$ cat src/rtl/pht_pkg.sv
// Shared types and helpers for the gshare pattern history table: FSM states,
// counter bounds and the saturating-counter step function.
package pht_pkg;

  typedef enum logic [0:0] {
    PHT_INIT = 1'b0,
    PHT_RUN  = 1'b1
  } pht_state_e;

  localparam int                        PHT_CTR_W_MAX = 4;
  localparam logic [PHT_CTR_W_MAX-1:0]  PHT_CTR_MIN   = 4'd0;

  // Largest value of a ctr_w-bit counter, held in the widest supported width.
  function automatic logic [PHT_CTR_W_MAX-1:0] pht_ctr_max(input int ctr_w);
    logic [PHT_CTR_W_MAX:0] span;
    span = 5'd1 << ctr_w;
    return 4'(span - 5'd1);
  endfunction

  // One training step of a saturating counter; never wraps at either end.
  function automatic logic [PHT_CTR_W_MAX-1:0] sat_next(
    input logic [PHT_CTR_W_MAX-1:0] cur,
    input logic                     taken,
    input int                       ctr_w
  );
    logic [PHT_CTR_W_MAX-1:0] nxt;
    if (taken) begin
      if (cur != pht_ctr_max(ctr_w)) nxt = cur + 4'd1;
      else                           nxt = cur;
    end else begin
      if (cur != PHT_CTR_MIN) nxt = cur - 4'd1;
      else                    nxt = cur;
    end
    return nxt;
  endfunction

endpackage

$ cat src/rtl/pht_sat_ctr.sv
// Combinational next-value of one saturating PHT counter, shared by the
// training write path and the collision bypass.
module pht_sat_ctr
  import pht_pkg::*;
#(
  parameter int CTR_W = 2
) (
  input  logic [CTR_W-1:0] cur,
  input  logic             taken,
  output logic [CTR_W-1:0] nxt
);

  logic [PHT_CTR_W_MAX-1:0] cur_ext_s;

  // Widen to the helper's width, step, and narrow back.
  always_comb begin
    cur_ext_s              = '0;
    cur_ext_s[CTR_W-1:0]   = cur;
    nxt                    = CTR_W'(sat_next(cur_ext_s, taken, CTR_W));
  end

endmodule

$ cat src/rtl/gshare_pht.sv
// gshare pattern history table with self-initialising INIT->RUN sequencer.
// Optional macro PHT_BYPASS_EN: a same-cycle update to the looked-up index is forwarded.
module gshare_pht
  import pht_pkg::*;
#(
  parameter int               IDX_W    = 8,
  parameter int               CTR_W    = 2,
  parameter int               HIST_W   = 8,
  parameter logic [CTR_W-1:0] INIT_VAL = {CTR_W{1'b1}}
) (
  input  logic              clk,
  input  logic              rst,
  input  logic              req_valid,
  input  logic [IDX_W-1:0]  req_addr,
  output logic              ready,
  output logic              pred_valid,
  output logic              pred_taken,
  output logic [CTR_W-1:0]  pred_ctr,
  output logic [IDX_W-1:0]  pred_idx,
  input  logic              upd_valid,
  input  logic [IDX_W-1:0]  upd_idx,
  input  logic              upd_taken,
  output logic [HIST_W-1:0] ghr_out
);

  localparam int               DEPTH    = 1 << IDX_W;
  localparam logic [IDX_W-1:0] LAST_IDX = '1;

  pht_state_e        state_r, state_nxt_s;
  logic [IDX_W-1:0]  ptr_r;
  logic [CTR_W-1:0]  mem_r [DEPTH];
  logic [HIST_W-1:0] ghr_r, ghr_nxt_s;
  logic [IDX_W-1:0]  ghr_ext_s, req_idx_s, waddr_s;
  logic [CTR_W-1:0]  rd_ctr_s, upd_cur_s, upd_nxt_s, wdata_s, pred_src_s;
  logic              we_s, req_fire_s, upd_fire_s;
  logic              ready_r, pred_valid_r;
  logic [CTR_W-1:0]  pred_ctr_r;
  logic [IDX_W-1:0]  pred_idx_r;

  // History zero-extended to index width and folded into the request address.
  always_comb begin
    ghr_ext_s               = '0;
    ghr_ext_s[HIST_W-1:0]   = ghr_r;
    req_idx_s               = req_addr ^ ghr_ext_s;
  end

  if (HIST_W == 1) begin : g_ghr_one
    assign ghr_nxt_s = upd_taken;
  end else begin : g_ghr_shift
    assign ghr_nxt_s = {ghr_r[HIST_W-2:0], upd_taken};
  end

  assign rd_ctr_s  = mem_r[req_idx_s];
  assign upd_cur_s = mem_r[upd_idx];

  pht_sat_ctr #(.CTR_W(CTR_W)) u_sat (
    .cur   (upd_cur_s),
    .taken (upd_taken),
    .nxt   (upd_nxt_s)
  );

  // Sequencer next state plus write-port and accept steering.
  always_comb begin
    state_nxt_s = state_r;
    we_s        = 1'b0;
    waddr_s     = ptr_r;
    wdata_s     = INIT_VAL;
    req_fire_s  = 1'b0;
    upd_fire_s  = 1'b0;
    case (state_r)
      PHT_INIT: begin
        we_s = 1'b1;
        if (ptr_r == LAST_IDX) state_nxt_s = PHT_RUN;
        else                   state_nxt_s = PHT_INIT;
      end
      PHT_RUN: begin
        req_fire_s = req_valid;
        upd_fire_s = upd_valid;
        we_s       = upd_valid;
        waddr_s    = upd_idx;
        wdata_s    = upd_nxt_s;
      end
      default: state_nxt_s = PHT_INIT;
    endcase
  end

  // Prediction source: stored counter, or the freshly trained one on a collision.
  always_comb begin
    pred_src_s = rd_ctr_s;
`ifdef PHT_BYPASS_EN
    if (upd_fire_s && (upd_idx == req_idx_s)) pred_src_s = upd_nxt_s;
    else                                      pred_src_s = rd_ctr_s;
`endif
  end

  // Sequencer state, init pointer and ready flag.
  always_ff @(posedge clk) begin
    if (rst) begin
      state_r <= PHT_INIT;
      ptr_r   <= '0;
      ready_r <= 1'b0;
    end else begin
      state_r <= state_nxt_s;
      ready_r <= (state_nxt_s == PHT_RUN);
      if (state_r == PHT_INIT) ptr_r <= ptr_r + {{(IDX_W-1){1'b0}}, 1'b1};
    end
  end

  // Single shared write port; contents are rebuilt by the sequencer after reset.
  always_ff @(posedge clk) begin
    if (!rst && we_s) mem_r[waddr_s] <= wdata_s;
  end

  // Non-speculative global history, trained only by resolved branches.
  always_ff @(posedge clk) begin
    if (rst)             ghr_r <= '0;
    else if (upd_fire_s) ghr_r <= ghr_nxt_s;
  end

  // One-cycle lookup pipeline; results hold between accepted requests.
  always_ff @(posedge clk) begin
    if (rst) begin
      pred_valid_r <= 1'b0;
      pred_ctr_r   <= '0;
      pred_idx_r   <= '0;
    end else begin
      pred_valid_r <= req_fire_s;
      if (req_fire_s) begin
        pred_ctr_r <= pred_src_s;
        pred_idx_r <= req_idx_s;
      end
    end
  end

  assign ready      = ready_r;
  assign pred_valid = pred_valid_r;
  assign pred_ctr   = pred_ctr_r;
  assign pred_taken = pred_ctr_r[CTR_W-1];
  assign pred_idx   = pred_idx_r;
  assign ghr_out    = ghr_r;

endmodule

$ cat config.mk
export PLATFORM = sky130hd
export DESIGN_NAME = gshare_pht
export DESIGN_NICKNAME = d
export VERILOG_FILES = /design/src/rtl/pht_pkg.sv /design/src/rtl/pht_sat_ctr.sv /design/src/rtl/gshare_pht.sv
export SDC_FILE = /design/constraint.sdc
export NUM_CORES = 1
export LEC_CHECK = 0
export BUFFER_PORTS_ARGS = -buffer_cell sky130_fd_sc_hd__buf_2
export CELL_PAD_IN_SITES_DETAIL_PLACEMENT = 0
export CELL_PAD_IN_SITES_GLOBAL_PLACEMENT = 2
export CORE_UTILIZATION = 50
export DETAILED_ROUTE_END_ITERATION = 10
export HOLD_SLACK_MARGIN = 0.02
export PLACE_DENSITY_LB_ADDON = 0.1
export SETUP_SLACK_MARGIN = 0.1
export SLEW_MARGIN = 40
export SYNTH_ARGS = -nofsm -noshare
export SYNTH_HDL_FRONTEND = slang
export SYNTH_SLANG_ARGS = --single-unit
$ cat constraint.sdc
create_clock -name clk -period 23.2 [get_ports clk]
set_input_delay 4.64 -clock clk [delete_from_list [all_inputs] [get_ports clk]]
set_output_delay 4.64 -clock clk [all_outputs]
set_load 0.01 [all_outputs]
==> reports/results.md <==
## Drt
- 6.77 — via density per instance
- 78,800 µm — overall routed net length
- 32.7 µm — routed length per instance
- 5 — number of detailed-route iterations in the first pass
- 0 — post-route antenna net violation count
- 16,300 — overall via count from detail_route
- 2,090 — Iteration-0 DRC Markers
- 0 — detailed-route DRC error count

## Floorplan
- 0.505 — initial standard-cell utilization of the core
- 52,400 µm² — area of the core
- 232 µm — height of the die
- 84 — site row count
- 53,900 µm² — die area
- 232 µm — Die X
- 42 — number of top-level pins

## Clock tree
- 0 — Post CTS Setup Buffer Count
- done — clock tree from TritonCTS
- 0.06 ns — clock transition at the registers of the reported paths
- 3 — maximum number of buffers from clock root to sink
- 0 — Gates resized, CTS repair
- clkbuf_16 — clk root buf
- 540 — number of clock sinks
- 0 — number of buffers added to fix hold violations after cts
- 2 — H-Tree Level Count
- 0.62 ns — source-to-sink clock delay at the later pin of the worst-skew pair
- 57 — total clock buffers created by CTS

## Setup path
- 14 — cell depth of the worst setup path
- 7 — Critical path buffers and inverters
- flop — capturing element type of the critical path
- input pin — type of element launching the critical path
- input pin to flop — category of the most critical setup path
- 0.69 ns — critical path's largest stage delay
- 122 — Max Fanout on Critical Path
- 23.65 ns — data required time of the critical path
- buf_6, buf_4, mux4_2, mux4_2, and3_1, or4_1, o21ai_1, a31oi_1, a31oi_4, buf_8, buf_8, clkbuf_8, buf_4, buf_12 — series of cell instances along the critical path
- buffers and inverters — delay-heaviest family, CP
- 10.31 ns — crit path DAT
- 18.18 ns — internal reg-to-reg setup slack
- buf_4 — slowest cell on the critical path
- 12 — depth of the worst register-to-register path

## Layout
- 0 — ant diodes
- 11.0% — layout overhead on the synthesized area
- 2,407 — final cell count without fillers
- 4,155 — final-layout fill cell count
- 0.561 — fin util
- 10,100 µm² — Multi-input gate area
- 15,900 µm² — sequential cell area
- 1,693 — number of nets in the layout
- 0.269 — share of layout cells above drive strength 1

## Synth
- 1,682 — total nets after synthesis
- 0.0801 — Synth Area in Simple Gates
- 512 — number of enable flip-flop cells after synthesis
- 1,660 — count of mapped cells out of synthesis
- 0.601 — share of synthesized area occupied by flip-flops and latches
- edfxtp_1 — predominant post-synthesis flop cell
- 62 — Unique masters post-synth
- 26,500 µm² — Post-Syn Area
- 512 x edfxtp_1, 297 x nor2_1, 266 x mux4_2, 116 x nand2_1, 62 x clkbuf_1 — top cells by instance count after synthesis
- 0.580 — proportion of netlist area held by the largest area contributor
- 0.250 — proportion of synthesized area in mux cells
- 0.00590 — post-synthesis xor/xnor area fraction
- 16.0 µm² — average footprint of a synthesized cell
- 540 — number of flip-flops and latches in the synthesized netlist
- 0.000472 — adder-cell area share of the yosys netlist
- edfxtp_1 — cell accounting for the most synthesized area
- 0 — Async S/R FF share, synth
- edfxtp_1 58%, mux4_2 23%, nor2_1 4.2%, dfxtp_1 2.1%, mux2i_1 1.7% — Area contributors post-synth
- edfxtp_1 — most instantiated library cell after synthesis
- multiplexers — combinational family with the most area after synthesis
- 0.0356 — compound-cell area share of the yosys netlist
- 0 — yosys warns

## Power
- 1670 µW — internal power contribution
- 2150 µW — Power Total
- 0.440 — share of total power in the clock network
- 0.0556 mV — highest ir drop seen on vdd
- 0.00938 µW — Static Leakage
- 73.0 nW/µm² — power per cell area
- 474 µW — net load switching power
- 0.070 — Logic pwr share
- 0.221 — switching power share of the total
- 0.490 — share of power burned in registers

## Timing
- 0.0153 ns — skew final
- 0 — total of endpoints with negative setup slack in the final report
- 0.397 — relative max-transition margin
- 0 ns — Setup TNS Final
- 0 — total count of hold-check failures in the final report
- 9.86 ns — shortest period the worst path allows
- no — setup repair after global routing missed its margin
- 0 — Max Transition Viols Final
- 0.425 — Final period util
- 0.101 GHz — timing-limited maximum frequency
- 0.901 ns — worst slew pin tran

## Outcome
- complete, no violations — run status

## GRT
- 0 — Congestion Overflow GR
- 0.430 — met1 capacity usage during global routing
- 0.301 — global-route total usage across every layer
- 0.0570 — met3 Usage GRT
- 16,200 — via count of the first global-routing pass
- 0.477 — met2 track demand over resource
- met2 — Most Crowded Layer GR
- 2 — antenna violations before repair
- 115,000 µm — global-route wire length before repair
- 125 — largest net degree at the start of global routing

## Placed design
- 47,600 µm — half-perimeter wire length after detailed placement
- 41 — number of port buffers
- 0.922 — Routability Congestion
- 2,298 — number of cells after detailed placement

## Run
- 0 — number of maximum-capacitance constraint violations

## Worst hold path
- 2 — WHS Path Cells
- flop to flop — worst min-delay path class

tightest hold or removal path: stages, from the launching register on:
cell and delay (ns):
dfxtp_1 0.33, a21oi_1 0.06, nor2_1 0.07
registers in the layout (all words and copies together) (netlist names):
register    cells
ptr_r           8
pred_valid      1
ghr_out         8
mem_r         512
ready           1
pred_idx        8
pred_ctr        2
cell usage in the layout (no fill, tap or decap), types with 6 or more instances in the layout:
cell	instances
a21oi_1	25
nand4_1	8
a211oi_1	15
clkbuf_16	57
nand2b_1	9
xnor2_1	8
nor2b_1	9
nand3_1	25
clkinv_1	14
clkinv_2	10
buf_2	39
clkbuf_1	9
nor2_1	297
buf_4	25
mux4_2	266
o22ai_1	11
o21ai_0	14
inv_1	9
a31oi_1	9
bufinv_16	10
a22oi_1	6
edfxtp_1	512
nand2_4	6
nand2_1	106
dfxtp_1	28
o221ai_1	10
mux2i_1	46
mux4_1	6
nor3_1	19
metal layers:
metal | wire, µm | vias up
li1 | - | 6726
met1 | 32300 | 8651
met2 | 37800 | 787
met3 | 6670 | 122
met4 | 1990 | 2
met5 | 13 | -
power groups by stage:
stage / logic [µW] / registers (µW) / clock network (µW)
after detailed placement: 149 / 1070 / 0
after global placement: 149 / 1070 / 0
after floorplan: 101 / 1070 / 0
final: 150 / 1050 / 945
after CTS: 150 / 1050 / 957
after global routing: 157 / 1050 / 991
final cells by class:
| class | count | share of cell area |
|---|---|---|
| sequential | 540 | 0.541 |
| multi-input combinational | 983 | 0.342 |
| clock buffer | 66 | 0.0496 |
| tap | 688 | 0.0292 |
| timing repair buffer | 79 | 0.0208 |
| clock inverter | 41 | 0.0156 |
| inverter | 10 | 0.00128 |
path summary, 6_finish.rpt:
kind	from	endpoint
max	upd_idx[1]	mem_r[234][0]
min	pred_idx[7]	pred_idx[7]
max reg2reg	mem_r[129][0]	mem_r[234][0]
min reg2reg	pred_idx[7]	pred_idx[7]
stage by stage:
| step | hold WS, ns | instance area [µm²] | setup slack (ns) |
|---|---|---|---|
| after floorplan | 0.484 | 26500 | 7.27 |
| after global placement | 0.478 | 27300 | 12.08 |
| after detailed placement | 0.475 | 27500 | 12.70 |
| after CTS | 0.490 | 29400 | 13.37 |
| after global routing | 0.533 | 29400 | 13.12 |
| final | 0.488 | 29400 | 13.34 |
kinds of logic after synthesis:
kind of cell             Yosys count
flip-flops                       540
AND/OR/NAND/NOR                  511
multiplexers                     320
buffers and inverters            137
AO/OA/AOI/OAI                    134
XOR/XNOR                          17
adder cells (fa/ha/maj)            1
Power figures use the tool's default switching activity.
